<file path="config.mk">
export PLATFORM = sky130hd
export DESIGN_NAME = mioc_dram_seq
export DESIGN_NICKNAME = d
export VERILOG_FILES = /design/src/rtl/mioc_pkg.sv /design/src/rtl/mioc_phase_cnt.sv /design/src/rtl/mioc_dram_seq.sv
export SDC_FILE = /design/constraint.sdc
export NUM_CORES = 1
export LEC_CHECK = 0
export ABC_AREA = 1
export ABC_CLOCK_PERIOD_IN_PS = 2550
export CAP_MARGIN = 5
export CORE_UTILIZATION = 54
export DETAILED_ROUTE_END_ITERATION = 8
export GPL_TIMING_DRIVEN = 0
export PLACE_DENSITY_LB_ADDON = 0.15
export SETUP_SLACK_MARGIN = 0.02
export SLEW_MARGIN = 20
export SYNTH_ARGS = -nofsm -noshare
export SYNTH_HDL_FRONTEND = slang
export SYNTH_SLANG_ARGS = --single-unit
</file>
<file path="constraint.sdc">
create_clock -name B_PHI -period 2.55 [get_ports B_PHI]
set_input_delay 0.255 -clock B_PHI [delete_from_list [all_inputs] [get_ports B_PHI]]
set_output_delay 0.255 -clock B_PHI [all_outputs]
set_load 0.02 [all_outputs]
</file>
<file path="src/rtl/mioc_pkg.sv">
// Shared types and constants for the MIOC DRAM strobe sequencer.
// The state enum and refresh-queue depth live here so the top and bench agree.
package mioc_pkg;

  typedef enum logic [2:0] {
    IDLE,
    ROW,
    COL,
    CAS,
    PRE,
    REF
  } state_t;

  localparam logic [1:0] REFQ_MAX = 2'd3;

  function automatic int maxOf(input int a, input int b);
    return (a > b) ? a : b;
  endfunction

endpackage

</file>
<file path="src/rtl/mioc_phase_cnt.sv">
// Loadable down-counter that times every sequencer phase.
// The terminal count is asserted while the count sits at zero (the last cycle of a phase).
module mioc_phase_cnt #(
  parameter int CNT_W = 3
) (
  input  logic             i_clk,
  input  logic             i_rst,
  input  logic             i_load,
  input  logic [CNT_W-1:0] i_loadVal,
  output logic             o_tc
);

  logic [CNT_W-1:0] r_cnt;

  always_ff @(posedge i_clk) begin
    if (i_rst) begin
      r_cnt <= '0;
    end else if (i_load) begin
      r_cnt <= i_loadVal;
    end else if (r_cnt != '0) begin
      r_cnt <= r_cnt - 1'b1;
    end
  end

  assign o_tc = (r_cnt == '0);

endmodule

</file>
<file path="src/rtl/mioc_dram_seq.sv">
// DRAM strobe sequencer: RAS/MUX/per-bank CAS generation with refresh queueing,
// a one-deep pending access slot and CPU wait-state requests.
module mioc_dram_seq
  import mioc_pkg::*;
#(
  parameter int N_BANKS       = 2,
  parameter int BANK_W        = 3,
  parameter int RAS_MUX_CYC   = 1,
  parameter int MUX_CAS_CYC   = 1,
  parameter int CAS_HOLD_CYC  = 2,
  parameter int PRECHARGE_CYC = 1
) (
  input  logic               B_PHI,
  input  logic               RST,
  input  logic               BMREQ_N,
  input  logic               BRD_N,
  input  logic               N_BWR,
  input  logic               BRFSH_N,
  input  logic               DMA_N,
  input  logic [BANK_W-1:0]  BANK,
  input  logic               ROW_A7,
  input  logic               COL_A7,
  output logic               RAS_N,
  output logic [N_BANKS-1:0] CAS_N,
  output logic               MUX,
  output logic               RA7,
  output logic               WAIT_N,
  output logic               REF_OVF
);

  localparam int REF_CYC = RAS_MUX_CYC + MUX_CAS_CYC + CAS_HOLD_CYC;
  localparam int MAX_CYC = maxOf(maxOf(REF_CYC, PRECHARGE_CYC), 1);
  localparam int CNT_W   = $clog2(MAX_CYC + 1);

  localparam logic [CNT_W-1:0] LD_ROW = CNT_W'(RAS_MUX_CYC - 1);
  localparam logic [CNT_W-1:0] LD_COL = CNT_W'(MUX_CAS_CYC - 1);
  localparam logic [CNT_W-1:0] LD_CAS = CNT_W'(CAS_HOLD_CYC - 1);
  localparam logic [CNT_W-1:0] LD_REF = CNT_W'(REF_CYC - 1);
  localparam logic [CNT_W-1:0] LD_PRE = CNT_W'(PRECHARGE_CYC - 1);
  localparam logic [BANK_W:0]  NB_LIMIT = (BANK_W + 1)'(N_BANKS);

  state_t              r_state;
  state_t              w_nextState;
  logic                r_bmreqCur;
  logic                r_bmreqPrev;
  logic                r_rdN;
  logic                r_wrN;
  logic                r_rfshN;
  logic                r_dmaN;
  logic [BANK_W-1:0]   r_bank;
  logic [BANK_W-1:0]   r_curBank;
  logic [BANK_W-1:0]   w_nextBank;
  logic                r_pendValid;
  logic [BANK_W-1:0]   r_pendBank;
  logic [1:0]          r_refCnt;
  logic                r_refOvf;
  logic                r_rasN;
  logic [N_BANKS-1:0]  r_casN;
  logic                r_mux;

  logic                w_fall;
  logic [BANK_W-1:0]   w_effBank;
  logic                w_bankOk;
  logic                w_accReq;
  logic                w_refReq;
  logic                w_busy;
  logic                w_accBusy;
  logic                w_refBusy;
  logic                w_launchPend;
  logic                w_refDec;
  logic                w_tc;
  logic                w_load;
  logic [CNT_W-1:0]    w_loadVal;
  logic [N_BANKS-1:0]  w_casOneHot;

  // Bus qualifiers are sampled together with BMREQ_N so one edge decides a request.
  always_ff @(posedge B_PHI) begin
    if (RST) begin
      r_bmreqCur  <= 1'b1;
      r_bmreqPrev <= 1'b1;
      r_rdN       <= 1'b1;
      r_wrN       <= 1'b1;
      r_rfshN     <= 1'b1;
      r_dmaN      <= 1'b1;
      r_bank      <= '0;
    end else begin
      r_bmreqCur  <= BMREQ_N;
      r_bmreqPrev <= r_bmreqCur;
      r_rdN       <= BRD_N;
      r_wrN       <= N_BWR;
      r_rfshN     <= BRFSH_N;
      r_dmaN      <= DMA_N;
      r_bank      <= BANK;
    end
  end

  assign w_fall    = r_bmreqPrev & ~r_bmreqCur;
  assign w_effBank = r_dmaN ? r_bank : '0;
  assign w_bankOk  = ({1'b0, w_effBank} < NB_LIMIT);
  assign w_accReq  = w_fall & r_rfshN & (~r_rdN | ~r_wrN) & w_bankOk;
  assign w_refReq  = w_fall & ~r_rfshN;
  // Queued work counts as busy so a fresh request never overtakes it.
  assign w_busy    = (r_state != IDLE) | r_pendValid | (r_refCnt != 2'd0);
  assign w_accBusy = w_accReq & w_busy;
  assign w_refBusy = w_refReq & w_busy;

  always_comb begin
    w_nextState  = r_state;
    w_nextBank   = r_curBank;
    w_launchPend = 1'b0;
    w_refDec     = 1'b0;
    case (r_state)
      IDLE: begin
        if (r_pendValid) begin
          w_nextState  = ROW;
          w_nextBank   = r_pendBank;
          w_launchPend = 1'b1;
        end else if (r_refCnt != 2'd0) begin
          w_nextState = REF;
          w_refDec    = 1'b1;
        end else if (w_accReq) begin
          w_nextState = ROW;
          w_nextBank  = w_effBank;
        end else if (w_refReq) begin
          w_nextState = REF;
        end
      end
      ROW: if (w_tc) w_nextState = COL;
      COL: if (w_tc) w_nextState = CAS;
      CAS: if (w_tc) w_nextState = PRE;
      REF: if (w_tc) w_nextState = PRE;
      PRE: begin
        if (w_tc) begin
          if (r_pendValid) begin
            w_nextState  = ROW;
            w_nextBank   = r_pendBank;
            w_launchPend = 1'b1;
          end else if (r_refCnt != 2'd0) begin
            w_nextState = REF;
            w_refDec    = 1'b1;
          end else begin
            w_nextState = IDLE;
          end
        end
      end
      default: w_nextState = IDLE;
    endcase
  end

  always_comb begin
    w_loadVal = '0;
    case (w_nextState)
      ROW:     w_loadVal = LD_ROW;
      COL:     w_loadVal = LD_COL;
      CAS:     w_loadVal = LD_CAS;
      REF:     w_loadVal = LD_REF;
      PRE:     w_loadVal = LD_PRE;
      default: w_loadVal = '0;
    endcase
  end

  assign w_load = (w_nextState != r_state);

  mioc_phase_cnt #(
    .CNT_W(CNT_W)
  ) u_phaseCnt (
    .i_clk    (B_PHI),
    .i_rst    (RST),
    .i_load   (w_load),
    .i_loadVal(w_loadVal),
    .o_tc     (w_tc)
  );

  assign w_casOneHot = N_BANKS'(1) << r_curBank;

  // Strobes are registered from the next state so they switch with the state edge.
  always_ff @(posedge B_PHI) begin
    if (RST) begin
      r_state   <= IDLE;
      r_curBank <= '0;
      r_rasN    <= 1'b1;
      r_casN    <= '1;
      r_mux     <= 1'b0;
    end else begin
      r_state   <= w_nextState;
      r_curBank <= w_nextBank;
      r_rasN    <= !(w_nextState inside {ROW, COL, CAS, REF});
      r_mux     <= (w_nextState == COL) || (w_nextState == CAS);
      r_casN    <= (w_nextState == CAS) ? ~w_casOneHot : '1;
    end
  end

  always_ff @(posedge B_PHI) begin
    if (RST) begin
      r_pendValid <= 1'b0;
      r_pendBank  <= '0;
    end else if (w_launchPend) begin
      r_pendValid <= 1'b0;
    end else if (w_accBusy && !r_pendValid) begin
      r_pendValid <= 1'b1;
      r_pendBank  <= w_effBank;
    end
  end

  // An increment and a decrement on the same edge cancel out.
  always_ff @(posedge B_PHI) begin
    if (RST) begin
      r_refCnt <= 2'd0;
      r_refOvf <= 1'b0;
    end else if (w_refBusy && !w_refDec) begin
      if (r_refCnt == REFQ_MAX) begin
        r_refOvf <= 1'b1;
      end else begin
        r_refCnt <= r_refCnt + 2'd1;
      end
    end else if (w_refDec && !w_refBusy) begin
      r_refCnt <= r_refCnt - 2'd1;
    end
  end

  assign RAS_N   = r_rasN;
  assign CAS_N   = r_casN;
  assign MUX     = r_mux;
  assign RA7     = r_mux ? COL_A7 : ROW_A7;
  assign WAIT_N  = ~r_pendValid;
  assign REF_OVF = r_refOvf;

endmodule

</file>
==> run metrics <==
Post-Layout Cell Count about 240; RR Startpoint u_phaseCnt.r_cnt[0]$_SDFFE_PP0P_; WP data arrival 2.13 ns; Final #Nets around 230; MaxCap Viol Count 0; dominant cells by area after synthesis dfxtp_1 (43%), nand2_1 (11%), nor2_1 (6.6%), inv_1 (4.2%), nand3_1 (4.1%); Hold Crit Class primary input to flip-flop; area share of the largest cell type after synthesis between 40% and 50%; CTS tree built; Setup TNS 0 ns; drt first pass iters 4; Yosys Warn Count 0; Synth Area in Compound Gates 9.59%; final instance area 1650 um2; most frequent cells after synthesis nand2_1 (41), dfxtp_1 (29), nor2_1 (24); Port Buffer Count 17; routability cong. 0.855; Sequential Area around 580 um2; DRT antenna net count 0; Power Dens Cells 1090 nW/um2; largest net degree at the start of global routing 11; clk slew on worst S/H paths about 0.10 ns; adder-cell share of the synthesized area 1.85%; DR vias/cell roughly 5.2; sequential share of the synthesized area between 40% and 50%; row count 17; Placeable Area 2300 um2; GRT overflow 0; post-CTS resize count 0; Mapped Nets between 200 and 250; Die X 52.1 um; status finished clean; hold slack ~0.36 ns; dominant synthesized flop cell dfxtp_1; Placement Setup Slack roughly 0.67 ns; post-synthesis instance total ~190; fin crit period 1.91 ns; mux cell area share after synthesis less than 1%; Setup crit end kind flip-flop; drt total wl about 2.8 mm; CP required approximately 2.8 ns; Hold Vio Cnt, Final 0; fin. max-slew vios 0; Synth Area in XOR/XNOR less than 1%; Worst Setup Start Kind flip-flop; WHS Endpoint r_refCnt[1]$_SDFFE_PP0P_; dpl cell area about 1600 um2; final core occ 71.7%; critical path type flip-flop to flip-flop; Post-synth ARST share 0%; endpoints failing setup 0; DRT iter0 DRCs 39; largest family of logic cells by synthesized area simple AND/OR/NAND/NOR gates; Worst Skew roughly 0.015 ns; post-synth cell types 27; fmax 0.523 GHz; EDFF count, synth 0; Avg WL per Cell roughly 11 um; mapped cell area around 1400 um2; Initial Util approximately three fifths; simple-gate portion of the synthesized area between 30% and 40%; cts hold-fix bufs 0; area of the multi-input gates ~680 um2; critical path fanouts, max 8; count leader, synth nand2_1; Clock Latency Late Sink about 0.33 ns; GRT Resource Usage Total 24.2%; die extent in y 52.1 um; vias in the first global route 1139; Final period util between 70% and 80%; cell taking the most area after synthesis dfxtp_1; Max-slew headroom between 70% and 80%; io pins 19; CTS Buffer Depth 2; worst min-delay path startpoint RST; R2R depth 15; CTS root buffer clkbuf_4; via count ~1.3k; hpwl dp 2.10 mm; Seq cells post-synth 29; fillcell total 175; hold-critical path depth 2; dpl cells about 230; R2R Setup Slk roughly 0.64 ns; initial antenna violation count 0; Pleak around 0.76 nW; layout cells sized above 1 about 17%; total power between 1.5 and 2 mW; synthesis-to-layout area growth 21.4%; CTS buffer count 5; diode count 0; RSZ-0062 raised after global routing false; Tightest Pin Transition roughly 0.43 ns; Die Area roughly 2700 um2; buffer count from post-CTS setup fixing 0; global-route wire length before repair around 4.7 mm; CTS H-Tree Depth 2; maximum vdd drop 0.732 mV; Synth Area per Inst 7.21 um2; clock sinks 29; DRC viols 0; worst r2r dst u_phaseCnt.r_cnt[1]$_SDFFE_PP0P_; setup ws final ~0.64 ns
[registers in the layout (all words and copies together) (netlist names), 2 cells and up]
signal and count:
CAS_N 2, r_bank 3, r_curBank 3, r_pendBank 3, r_refCnt 2, r_state 3
u_phaseCnt.r_cnt 3
[worst max-delay path by stage]
stage | startpoint | end
finish | u_phaseCnt.r_cnt[0]$_SDFFE_PP0P_ | u_phaseCnt.r_cnt[1]$_SDFFE_PP0P_
global route | u_phaseCnt.r_cnt[0]$_SDFFE_PP0P_ | u_phaseCnt.r_cnt[1]$_SDFFE_PP0P_
CTS | u_phaseCnt.r_cnt[0]$_SDFFE_PP0P_ | u_phaseCnt.r_cnt[1]$_SDFFE_PP0P_
detailed placement | u_phaseCnt.r_cnt[0]$_SDFFE_PP0P_ | u_phaseCnt.r_cnt[1]$_SDFFE_PP0P_
global placement | u_phaseCnt.r_cnt[0]$_SDFFE_PP0P_ | u_phaseCnt.r_cnt[1]$_SDFFE_PP0P_
floorplan | u_phaseCnt.r_cnt[0]$_SDFFE_PP0P_ | u_phaseCnt.r_cnt[1]$_SDFFE_PP0P_
[routing by layer]
metal	GRT usage [%]	vias up	wire length (um)
met5	0	-	0
met4	9.46	0	38
met3	8.19	7	89
met2	40.6	18	1370
met1	28.1	586	1250
li1	-	650	-
[where the power goes]
part           switching, mW  internal [mW]
clock                  0.159          0.234
combinational          0.532          0.294
sequential            0.0568          0.522
[logic make-up after synthesis]
logic type | count (synthesis)
adders and majority gates | 2
muxes | 1
and+or+nand+nor | 105
xor gates and xnor gates | 1
DFF | 29
AOI/OAI and AO/OA | 25
buffers and inverters | 25
[worst max-delay path, cell delays in order (launching register included)]
cell,delay (ns)
dfxtp_1,0.32
inv_1,0.10
ha_1,0.17
nand2_2,0.10
inv_2,0.15
nand2_1,0.07
nand2_1,0.10
nand3_2,0.12
nand2_1,0.08
nand2_1,0.08
nor2_4,0.15
nand2_2,0.07
nand2_1,0.09
nand2_1,0.06
nor2_1,0.09
nor2_1,0.04
[placed cells by master (no fill, tap or decap), types with 2 or more instances in the layout]
cell type | netlist | final
dfxtp_1 | 29 | 29
o21ai_0 | 9 | 9
clkbuf_1 | 3 | 4
o21ai_1 | 5 | 5
clkbuf_4 | 0 | 5
nor3_2 | 2 | 2
nand3_1 | 11 | 11
nand3_2 | 2 | 2
nor2_2 | 3 | 3
clkdlybuf4s50_1 | 0 | 17
nand2_1 | 41 | 41
nand4_1 | 3 | 3
a21oi_1 | 9 | 9
nor2_1 | 24 | 24
inv_2 | 6 | 6
ha_1 | 2 | 2
or2_2 | 8 | 8
nand2_2 | 6 | 6
inv_1 | 15 | 15
[final cells by class]
type | instances | share of cell area [%]
Clock inverter | 1 | 1.82
Multi-Input combinational cell | 134 | 41.4
Clock buffer | 7 | 3.34
Sequential cell | 29 | 35.3
Timing Repair Buffer | 17 | 10.3
Inverter | 22 | 5.02
Tap cell | 28 | 2.13
Buffer | 3 | 0.684
No activity file was read; power rests on OpenSTA's default activity.
